### src/rtl/adc_sched_pkg.sv
// Shared widths, FSM state encodings and frame-check helper for the ADC sample scheduler.
package adc_sched_pkg;

   localparam int unsigned FRAME_W  = 16;
   localparam int unsigned SAMPLE_W = 12;
   localparam int unsigned HDR_W    = 4;
   localparam int unsigned COUNT_W  = 16;
   localparam int unsigned STATE_W  = 3;

   localparam logic [STATE_W-1:0] S_IDLE    = 3'd0;
   localparam logic [STATE_W-1:0] S_START   = 3'd1;
   localparam logic [STATE_W-1:0] S_CONVERT = 3'd2;
   localparam logic [STATE_W-1:0] S_EVAL    = 3'd3;
   localparam logic [STATE_W-1:0] S_WAIT    = 3'd4;

   // A frame is well formed when its header nibble is all zero.
   function automatic logic frame_ok(input logic [FRAME_W-1:0] frame);
      return frame[FRAME_W-1 -: HDR_W] == '0;
   endfunction

endpackage

### src/rtl/adc_period_timer.sv
// Sample-period timer: clamps and latches the requested period, counts 0..P-1 and flags the last cycle.
module adc_period_timer #(
   parameter int unsigned PERIOD_W       = 18,
   parameter int unsigned DEFAULT_PERIOD = 250000,
   parameter int unsigned MIN_PERIOD     = 40
) (
   input  logic                clk,
   input  logic                rst,
   input  logic                run,
   input  logic [PERIOD_W-1:0] period_cyc,
   output logic                tick_c
);

   logic [PERIOD_W-1:0] period_eff_c;
   logic [PERIOD_W-1:0] period_q;
   logic [PERIOD_W-1:0] count_q;

   always_comb begin
      period_eff_c = period_cyc;
      if (period_cyc == '0) begin
         period_eff_c = PERIOD_W'(DEFAULT_PERIOD);
      end else if (period_cyc < PERIOD_W'(MIN_PERIOD)) begin
         period_eff_c = PERIOD_W'(MIN_PERIOD);
      end
   end

   assign tick_c = run && (count_q == (period_q - PERIOD_W'(1)));

   // While idle the period tracks the input so the first run uses a fresh value.
   always_ff @(posedge clk) begin
      if (rst) begin
         period_q <= PERIOD_W'(DEFAULT_PERIOD);
         count_q  <= '0;
      end else if (!run || tick_c) begin
         period_q <= period_eff_c;
         count_q  <= '0;
      end else begin
         count_q  <= count_q + PERIOD_W'(1);
      end
   end

endmodule

### src/rtl/adc_sample_scheduler.sv
// Paces ADC conversions at a programmable period, validates frames and hands samples downstream.
module adc_sample_scheduler
   import adc_sched_pkg::*;
#(
   parameter int unsigned DEFAULT_PERIOD = 250000,
   parameter int unsigned PERIOD_W       = 18,
   parameter int unsigned TIMEOUT_CYC    = 32,
   parameter int unsigned MIN_PERIOD     = 40
) (
   input  logic                clk,
   input  logic                rst,
   input  logic                enable,
   input  logic [PERIOD_W-1:0] period_cyc,
   output logic                conv_start,
   input  logic                conv_done,
   input  logic [FRAME_W-1:0]  conv_data,
   output logic [SAMPLE_W-1:0] sample_data,
   output logic                sample_valid,
   input  logic                sample_ready,
   output logic [COUNT_W-1:0]  sample_count,
   output logic                overrun,
   output logic                frame_err,
   output logic                timeout_err,
   input  logic                err_clr
);

   localparam int unsigned TMO_W = $clog2(TIMEOUT_CYC + 1);

   logic [STATE_W-1:0] state_q;
   logic [STATE_W-1:0] state_nxt;
   logic [FRAME_W-1:0] frame_q;
   logic [TMO_W-1:0]   tmo_q;
   logic               tick_c;
   logic               run_c;
   logic               drain_c;
   logic               load_c;
   logic               set_ovr_c;
   logic               set_frm_c;
   logic               set_tmo_c;

   assign run_c   = (state_q != S_IDLE);
   assign drain_c = sample_valid && sample_ready;

   adc_period_timer #(
      .PERIOD_W      (PERIOD_W),
      .DEFAULT_PERIOD(DEFAULT_PERIOD),
      .MIN_PERIOD    (MIN_PERIOD)
   ) u_timer (
      .clk       (clk),
      .rst       (rst),
      .run       (run_c),
      .period_cyc(period_cyc),
      .tick_c    (tick_c)
   );

   always_ff @(posedge clk) begin
      if (rst) begin
         state_q <= S_IDLE;
      end else begin
         state_q <= state_nxt;
      end
   end

   // Next state plus one-cycle strobes for the output register and sticky flags.
   always_comb begin
      state_nxt = state_q;
      load_c    = 1'b0;
      set_ovr_c = 1'b0;
      set_frm_c = 1'b0;
      set_tmo_c = 1'b0;
      case (state_q)
         S_IDLE: begin
            if (enable) state_nxt = S_START;
         end
         S_START: begin
            set_ovr_c = tick_c;
            state_nxt = S_CONVERT;
         end
         S_CONVERT: begin
            set_ovr_c = tick_c;
            if (conv_done) begin
               state_nxt = S_EVAL;
            end else if (tmo_q == TMO_W'(TIMEOUT_CYC - 1)) begin
               set_tmo_c = 1'b1;
               state_nxt = S_WAIT;
            end
         end
         S_EVAL: begin
            set_ovr_c = tick_c;
            if (!frame_ok(frame_q)) begin
               set_frm_c = 1'b1;
            end else if (!sample_valid || drain_c) begin
               load_c = 1'b1;
            end else begin
               set_ovr_c = 1'b1;
            end
            state_nxt = S_WAIT;
         end
         S_WAIT: begin
            if (!enable) begin
               state_nxt = S_IDLE;
            end else if (tick_c) begin
               state_nxt = S_START;
            end
         end
         default: state_nxt = S_IDLE;
      endcase
   end

   always_ff @(posedge clk) begin
      if (rst) begin
         conv_start   <= 1'b0;
         frame_q      <= '0;
         tmo_q        <= '0;
         sample_data  <= '0;
         sample_valid <= 1'b0;
         sample_count <= '0;
         overrun      <= 1'b0;
         frame_err    <= 1'b0;
         timeout_err  <= 1'b0;
      end else begin
         conv_start <= (state_nxt == S_START);

         if ((state_q == S_CONVERT) && conv_done) frame_q <= conv_data;

         if (state_q == S_START) begin
            tmo_q <= '0;
         end else if (state_q == S_CONVERT) begin
            tmo_q <= tmo_q + TMO_W'(1);
         end

         if (load_c) begin
            sample_data  <= frame_q[SAMPLE_W-1:0];
            sample_valid <= 1'b1;
            sample_count <= sample_count + COUNT_W'(1);
         end else if (drain_c) begin
            sample_valid <= 1'b0;
         end

         // A set event in the same cycle as err_clr keeps the flag raised.
         overrun     <= set_ovr_c | (overrun     & ~err_clr);
         frame_err   <= set_frm_c | (frame_err   & ~err_clr);
         timeout_err <= set_tmo_c | (timeout_err & ~err_clr);
      end
   end

endmodule

### config.mk
export PLATFORM = sky130hd
export DESIGN_NAME = adc_sample_scheduler
export DESIGN_NICKNAME = d
export VERILOG_FILES = /design/src/rtl/adc_sched_pkg.sv /design/src/rtl/adc_period_timer.sv /design/src/rtl/adc_sample_scheduler.sv
export SDC_FILE = /design/constraint.sdc
export NUM_CORES = 1
export LEC_CHECK = 0
export ABC_CLOCK_PERIOD_IN_PS = 3700
export CORE_UTILIZATION = 25
export DETAILED_ROUTE_END_ITERATION = 16
export PLACE_DENSITY = 0.51
export SLEW_MARGIN = 5
export SYNTH_ARGS = -nofsm -noshare
export SYNTH_HDL_FRONTEND = slang
export SYNTH_SLANG_ARGS = --single-unit
### constraint.sdc
create_clock -name clk -period 3.7 [get_ports clk]
set_input_delay 0.555 -clock clk [delete_from_list [all_inputs] [get_ports clk]]
set_output_delay 0.555 -clock clk [all_outputs]
set_load 0.03 [all_outputs]
==> results of run 1 <==
worst max-delay path: cells and delay by family (launching register included):
family,cells,cell delay [ns]
fa+ha+maj,1,0.24
buf+inv,1,0.10
simple gates,4,1.55
flops,1,0.35
compound gates,3,0.75
area by class of cell:
class                   instances  area, um2
multi-input cells             372       2170
clock inverters                 6       70.1
clock buffers                   9        225
inverters                      21       78.8
flip-flops and latches         94       1880
repair buffers                 76        746
fillers                      1728      11100
well taps                     220        275
registers in the layout, indices dropped and copies added (netlist names):
name / cells
tmo_q: 6
sample_data: 12
u_timer.period_q: 18
frame_q: 16
u_timer.count_q: 18
frame_err: 1
conv_start: 1
timeout_err: 1
overrun: 1
state_q: 3
sample_valid: 1
sample_count: 16
synthesized netlist by cell type (all sizes together), types with 3 or more instances:
| cell | instances |
|---|---|
| nand4 | 8 |
| or4 | 3 |
| xor2 | 33 |
| dfxtp | 94 |
| clkbuf | 21 |
| nor2 | 53 |
| or3 | 6 |
| nor2b | 5 |
| o2111ai | 3 |
| o22a | 8 |
| o22ai | 10 |
| xnor2 | 21 |
| inv | 21 |
| nand3 | 15 |
| a31oi | 4 |
| o21ai | 9 |
| ha | 4 |
| buf | 5 |
| and3 | 11 |
| a21oi | 38 |
| nor3 | 9 |
| nand2 | 87 |
| nand2b | 4 |
| nor4 | 14 |
cell families (layout without fill, tap and decap cells):
family / count (synthesis) / count (layout)
AOI/OAI and AO/OA: 86 / 86
xor gates and xnor gates: 54 / 54
adders and majority gates: 4 / 4
buffers and inverters: 47 / 112
DFF: 94 / 94
muxes: 2 / 2
and+or+nand+nor: 226 / 226
worst max path at each step:
stage	endpoint	depth (start not counted)	slack, ns	from
after floorplan	u_timer.period_q[16]$_SDFFE_PP1P_	11	0.88	u_timer.period_q[0]$_SDFFE_PP0P_
after global placement	u_timer.period_q[1]$_SDFFE_PP0P_	10	0.72	u_timer.period_q[0]$_SDFFE_PP0P_
after detailed placement	u_timer.period_q[15]$_SDFFE_PP1P_	9	0.59	u_timer.period_q[0]$_SDFFE_PP0P_
after CTS	u_timer.period_q[15]$_SDFFE_PP1P_	9	0.58	u_timer.period_q[0]$_SDFFE_PP0P_
after global routing	u_timer.period_q[1]$_SDFFE_PP0P_	10	0.36	u_timer.period_q[0]$_SDFFE_PP0P_
final	u_timer.period_q[15]$_SDFFE_PP1P_	9	0.60	u_timer.period_q[0]$_SDFFE_PP0P_
per-layer routing:
metal	vias to the layer above	global-route usage	wire length, um
li1	1878	-	-
met3	8	0.0341	439
met4	0	0.0370	116
met1	1668	0.170	5370
met5	-	0	0
met2	85	0.171	4350
placed cells by master, fill, tap and decap left out, drive strengths merged, types with 5 or more instances in the layout:
master | Yosys | layout
dfxtp | 94 | 94
nand2 | 87 | 87
clkdlybuf4s50 | 0 | 71
nor2 | 53 | 53
a21oi | 38 | 38
xor2 | 33 | 33
inv | 21 | 24
xnor2 | 21 | 21
nand3 | 15 | 15
nor4 | 14 | 14
and3 | 11 | 11
o22ai | 10 | 10
nor3 | 9 | 9
clkbuf | 21 | 9
o21ai | 9 | 9
o22a | 8 | 8
nand4 | 8 | 8
or3 | 6 | 6
nor2b | 5 | 5
buf | 5 | 5
per-stage QoR:
step | cell area [um2] | hold WS (ns) | util | power [mW] | cells
after floorplan | 4250 | 0.432 | - | 1.27 | 513
after global placement | 5150 | 0.435 | 0.311 | 1.36 | 783
after detailed placement | 5150 | 0.443 | 0.311 | 1.36 | 783
after CTS | 5450 | 0.453 | 0.329 | 2.31 | 798
after global routing | 5450 | 0.460 | 0.329 | 2.38 | 798
final | 5450 | 0.451 | 0.329 | 2.28 | 798
power by group through the flow:
stage	Sequential, mW	Combinational (mW)	Clock [mW]
2_1_floorplan	1.10	0.172	0
3_3_place_gp	1.12	0.241	0
3_5_place_dp	1.12	0.244	0
4_1_cts	1.09	0.245	0.966
5_1_grt	1.10	0.268	1.02
6_report	1.10	0.244	0.942
==> results.cfg, run 1 <==
[run_status]
run_status = complete, no violations

[logic_synthesis]
yosysSeqAreaShare = 0.442
yosys.area_share.simple = 0.256
synth-main-ff-cell = dfxtp_1
ys_warn_count = 0
synthTopCellsByArea = dfxtp_1 44%, nand2_1 7.7%, xor2_1 6.8%
syn_inst = 513
synth.distinct_cells = 53
synth_top_area_frac = 0.442
synthMuxAreaShare = 0.00471
synth_fp_nets = 557
synth_edf_count = 0
avgSynthCellArea_um2 = 8.29
synth-compound-area-share = 0.127
ys_ff_latch = 94
synth-xor-area-share = 0.111
async_flop_share = 0
synth_area_um2 = 4250
synth_top_family_by_area = simple AND/OR/NAND/NOR gates
yosys.area.top_type = dfxtp_1
synth_adder_area_share = 0.0118

[critical_path]
worst-setup-path-type = register to register
worst-endpoint-required_ns = 3.94
r2r_setup_slack_ns = 0.60
rr_worst_depth = 9
cp_max_fo = 17
cp-start-kind = register
reg2reg_to = u_timer.period_q[15]$_SDFFE_PP1P_
crit_chain = inv_1 -> ha_1 -> or3b_2 -> nor4_1 -> and3_1 -> o2111ai_1 -> nor4_4 -> o21ai_2 -> o22a_1
cpMaxStageDelayCell = or3b_2
slowest_delay_ns = 0.51
worst_ep_arrival_time_ns = 3.34
r2r_start = u_timer.period_q[0]$_SDFFE_PP0P_
critPathCaptureType = register

[cts]
cts.clk_slew.worst_paths_ns = 0.07
cts_max_level = 3
post_cts_buffers = 0
clock_path_buffers = 2
cts_tree = built
root_buffer = clkbuf_16
hold_buffers = 0
clk_latency_ns = 0.35
cts_sinks = 94
cts_made_buffers = 9
cts.repair.resized = 0

[sta]
relSlewSlack = 0.434
min_period_ns = 3.10
period_share = 0.837
setup_slack_ns = 0.602
tns_ns = 0
hold_viol = 0
clock.fmax_mhz = 323
rsz0062_at_grt = false
setup_viol = 0
worst_slew_pin_slew_ns = 0.848
skew_ns = 0.00701
slew_viol_final = 0

[place]
place_congestion = 0.806
place_ws_ns = 0.586
hpwl_mm = 7.52
portBuffers = 72

[drt]
ant_nets = 0
vias = 3639
drt-total-wl_mm = 10.3
drt_pass1_iterations = 5
remaining_drc_errors = 0
vias_per_cell = 4.56
drt-initial-drc-count = 155
wl_per_cell_um = 12.9

[power_and_ir_drop]
p_leak_nw = 1.86
p_int_mw = 1.69
vdd_drop_max_mv = 0.166
p_seq_frac = 0.480
clockPowerShare = 0.413
power_frac_comb = 0.107
p_sw_frac = 0.259
p_switching_mw = 0.590
power.density_nw_per_um2 = 419

[global_routing]
track_usage = 0.119
antenna_found_initial = 0
grt_pass1_vias = 3350
grt_pass1_wl_mm = 16.6
grt_max_degree = 49
overflow = 0

[cells_and_area]
area_growth_pct = 28.1
drive_gt1_frac = 0.0484
fin_nets = 618
diodes = 0

[floorplanning]
io_pins = 73
core.rowCount = 47
die_x_um = 132
die_area_um2 = 17500
die_h_um = 132
core-area_um2 = 16600
initial_core_util = 0.256

[hold_path]
hp-start = frame_q[4]$_SDFFE_PP0P_
hp-class = register to register
holdPathEnd = sample_data[4]$_SDFFE_PP0P_
hold_depth = 2

[job]
max-cap-violations = 0
Note: power is estimated with default switching activity, not from simulation.
==> run 2: changes to the inputs <==
--- a/config.mk
+++ b/config.mk
@@ -5,10 +5,10 @@
 export SDC_FILE = /design/constraint.sdc
 export NUM_CORES = 1
 export LEC_CHECK = 0
-export ABC_CLOCK_PERIOD_IN_PS = 3700
+export ABC_CLOCK_PERIOD_IN_PS = 2600
 export CORE_UTILIZATION = 25
 export DETAILED_ROUTE_END_ITERATION = 16
-export PLACE_DENSITY = 0.51
+export PLACE_DENSITY = 0.52
 export SLEW_MARGIN = 5
 export SYNTH_ARGS = -nofsm -noshare
 export SYNTH_HDL_FRONTEND = slang
==> constraint.sdc (replaced) <==
create_clock -name clk -period 2.6 [get_ports clk]
set_input_delay 0.39 -clock clk [delete_from_list [all_inputs] [get_ports clk]]
set_output_delay 0.39 -clock clk [all_outputs]
set_load 0.03 [all_outputs]
==> results.cfg, run 2 (synthesis gave the netlist of run 1 again) <==
[run_status]
run_status = complete, but fails checks
violations = negative setup slack

[cts]
cts_sinks = 94
cts.clk_slew.worst_paths_ns = 0.08
root_buffer = clkbuf_16
cts_made_buffers = 9
cts_tree = built
clk_latency_ns = 0.34
hold_buffers = 0
cts_max_level = 3
clock_path_buffers = 2

[global_routing]
grt_max_degree = 55
antenna_found_initial = 0
overflow = 0
track_usage = 0.128
grt_pass1_wl_mm = 18.2
grt_pass1_vias = 3647

[sta]
period_share = 1.06
rsz0062_at_grt = true
relSlewSlack = 0.603
fin_hold_ws_ns = 0.455
hold_viol = 0
setup_viol = 24
skew_ns = 0.00875
setup_slack_ns = -0.158
slew_viol_final = 0
worst_slew_pin_slew_ns = 0.593
clock.fmax_mhz = 363
min_period_ns = 2.76
tns_ns = -2.48

[cells_and_area]
area_growth_pct = 37.8
final_area_um2 = 5860
fin_nets = 649
diodes = 0
drive_gt1_frac = 0.138
layout.cells.non_filler = 830
mostFrequentLayoutCells = 91 x dfxtp_1, 87 x nand2_1, 71 x clkdlybuf4s50_1
reg_top3 = u_timer.count_q (18), u_timer.period_q (18)
final_common_cell = dfxtp_1

[power_and_ir_drop]
p_sw_frac = 0.276
power_frac_comb = 0.147
p_int_mw = 2.42
p_switching_mw = 0.920
vdd_drop_max_mv = 0.266
p_seq_frac = 0.460
clockPowerShare = 0.394
p_leak_nw = 2.05
finalPower_mw = 3.34
power.density_nw_per_um2 = 570

[hold_path]
hp-class = register to register

[floorplanning]
core-area_um2 = 16600
die_x_um = 132
die_h_um = 132
die_area_um2 = 17500
io_pins = 73
core.rowCount = 47
initial_core_util = 0.256

[drt]
drt_pass1_iterations = 5
vias_per_cell = 4.54
ant_nets = 0
vias = 3772
drt-total-wl_mm = 10.8
drt-initial-drc-count = 162
remaining_drc_errors = 0
wl_per_cell_um = 13.0

[critical_path]
crit_chain = or4_4 -> or4b_4 -> a221o_1 -> nand4_2 -> nor4_4 -> or3_4 -> buf_12 -> o22a_1
worst_ep_arrival_time_ns = 2.99
worst-endpoint-required_ns = 2.84
r2r_start = u_timer.period_q[1]$_SDFFE_PP0P_
reg2reg_to = u_timer.period_q[4]$_SDFFE_PP1P_
cp-startpoint = u_timer.period_q[1]$_SDFFE_PP0P_
slowest_delay_ns = 0.55
critPathCaptureType = register
r2r_setup_slack_ns = -0.16
cp_max_fo = 15
rr_worst_depth = 8
cp-start-kind = register
crit_end = u_timer.period_q[4]$_SDFFE_PP1P_
cpMaxStageDelayCell = or4b_4
worst-setup-path-type = register to register

[place]
place_congestion = 0.765
place_area_um2 = 5420
portBuffers = 72
dpl.cell_count = 810
hpwl_mm = 7.93

[job]
max-cap-violations = 0
run 2: cell count changes in the layout (fill, tap and decap cells not counted), sizes merged:
cell      change
buf          +31
bufinv        -1
clkinv        +2
clkinvlp      +1
inv           -1
run 2: worst max-delay path, delay by kind of cell, from the launching register on:
family                 cells  cell delay (ns)
buffers and inverters      1             0.17
and+or+nand+nor            5             1.65
DFF                        1             0.33
AOI/OAI and AO/OA          2             0.49
run 2: repair_timing:
item | CTS | global route
resized for setup | 9 | 22
pin swaps | 2 | 9
setup buffers | 4 | 0
setup endpoints to repair | 36 | 40
endpoints found under the hold margin | 0 | 0
cloned | 1 | 0
run 2: area by class of cell:
type	count	area, um2
Fill cell	1761	10700
Multi-Input combinational cell	372	2280
Sequential cell	94	1890
Timing Repair Buffer	107	1030
Tap cell	220	275
Clock buffer	9	225
Clock inverter	7	80.1
Inverter	21	78.8
run 2: worst min-delay path by stage:
stage                           startpoint                            to  slack [ns]  depth (start not counted)
2_1_floorplan      frame_q[0]$_SDFFE_PP0P_   sample_data[0]$_SDFFE_PP0P_        0.43                          2
3_3_place_gp       frame_q[7]$_SDFFE_PP0P_   sample_data[7]$_SDFFE_PP0P_        0.44                          2
3_5_place_dp   sample_data[5]$_SDFFE_PP0P_   sample_data[5]$_SDFFE_PP0P_        0.45                          2
4_1_cts           frame_q[11]$_SDFFE_PP0P_  sample_data[11]$_SDFFE_PP0P_        0.46                          2
5_1_grt            frame_q[7]$_SDFFE_PP0P_       frame_q[7]$_SDFFE_PP0P_        0.48                          2
6_report       sample_data[5]$_SDFFE_PP0P_   sample_data[5]$_SDFFE_PP0P_        0.45                          2
run 2: power by group through the flow:
| stage | clock network, mW | registers, mW | logic [mW] |
|---|---|---|---|
| after global placement | 0 | 1.56 | 0.448 |
| after global routing | 1.41 | 1.54 | 0.535 |
| after floorplan | 0 | 1.56 | 0.252 |
| after CTS | 1.35 | 1.53 | 0.486 |
| final | 1.31 | 1.53 | 0.489 |
| after detailed placement | 0 | 1.57 | 0.454 |
run 2: metal layers:
metal	wire, um	global-route usage
met2	4740	0.190
met5	0	0
met3	406	0.0218
met4	161	0.0447
met1	5480	0.184
run 2: through the flow:
stage	worst slack [ns]	util
6_report	-0.158	0.353
5_1_grt	-0.229	0.353
4_1_cts	-0.143	0.350
2_1_floorplan	-0.131	-
3_3_place_gp	-0.117	0.327
3_5_place_dp	-0.170	0.327
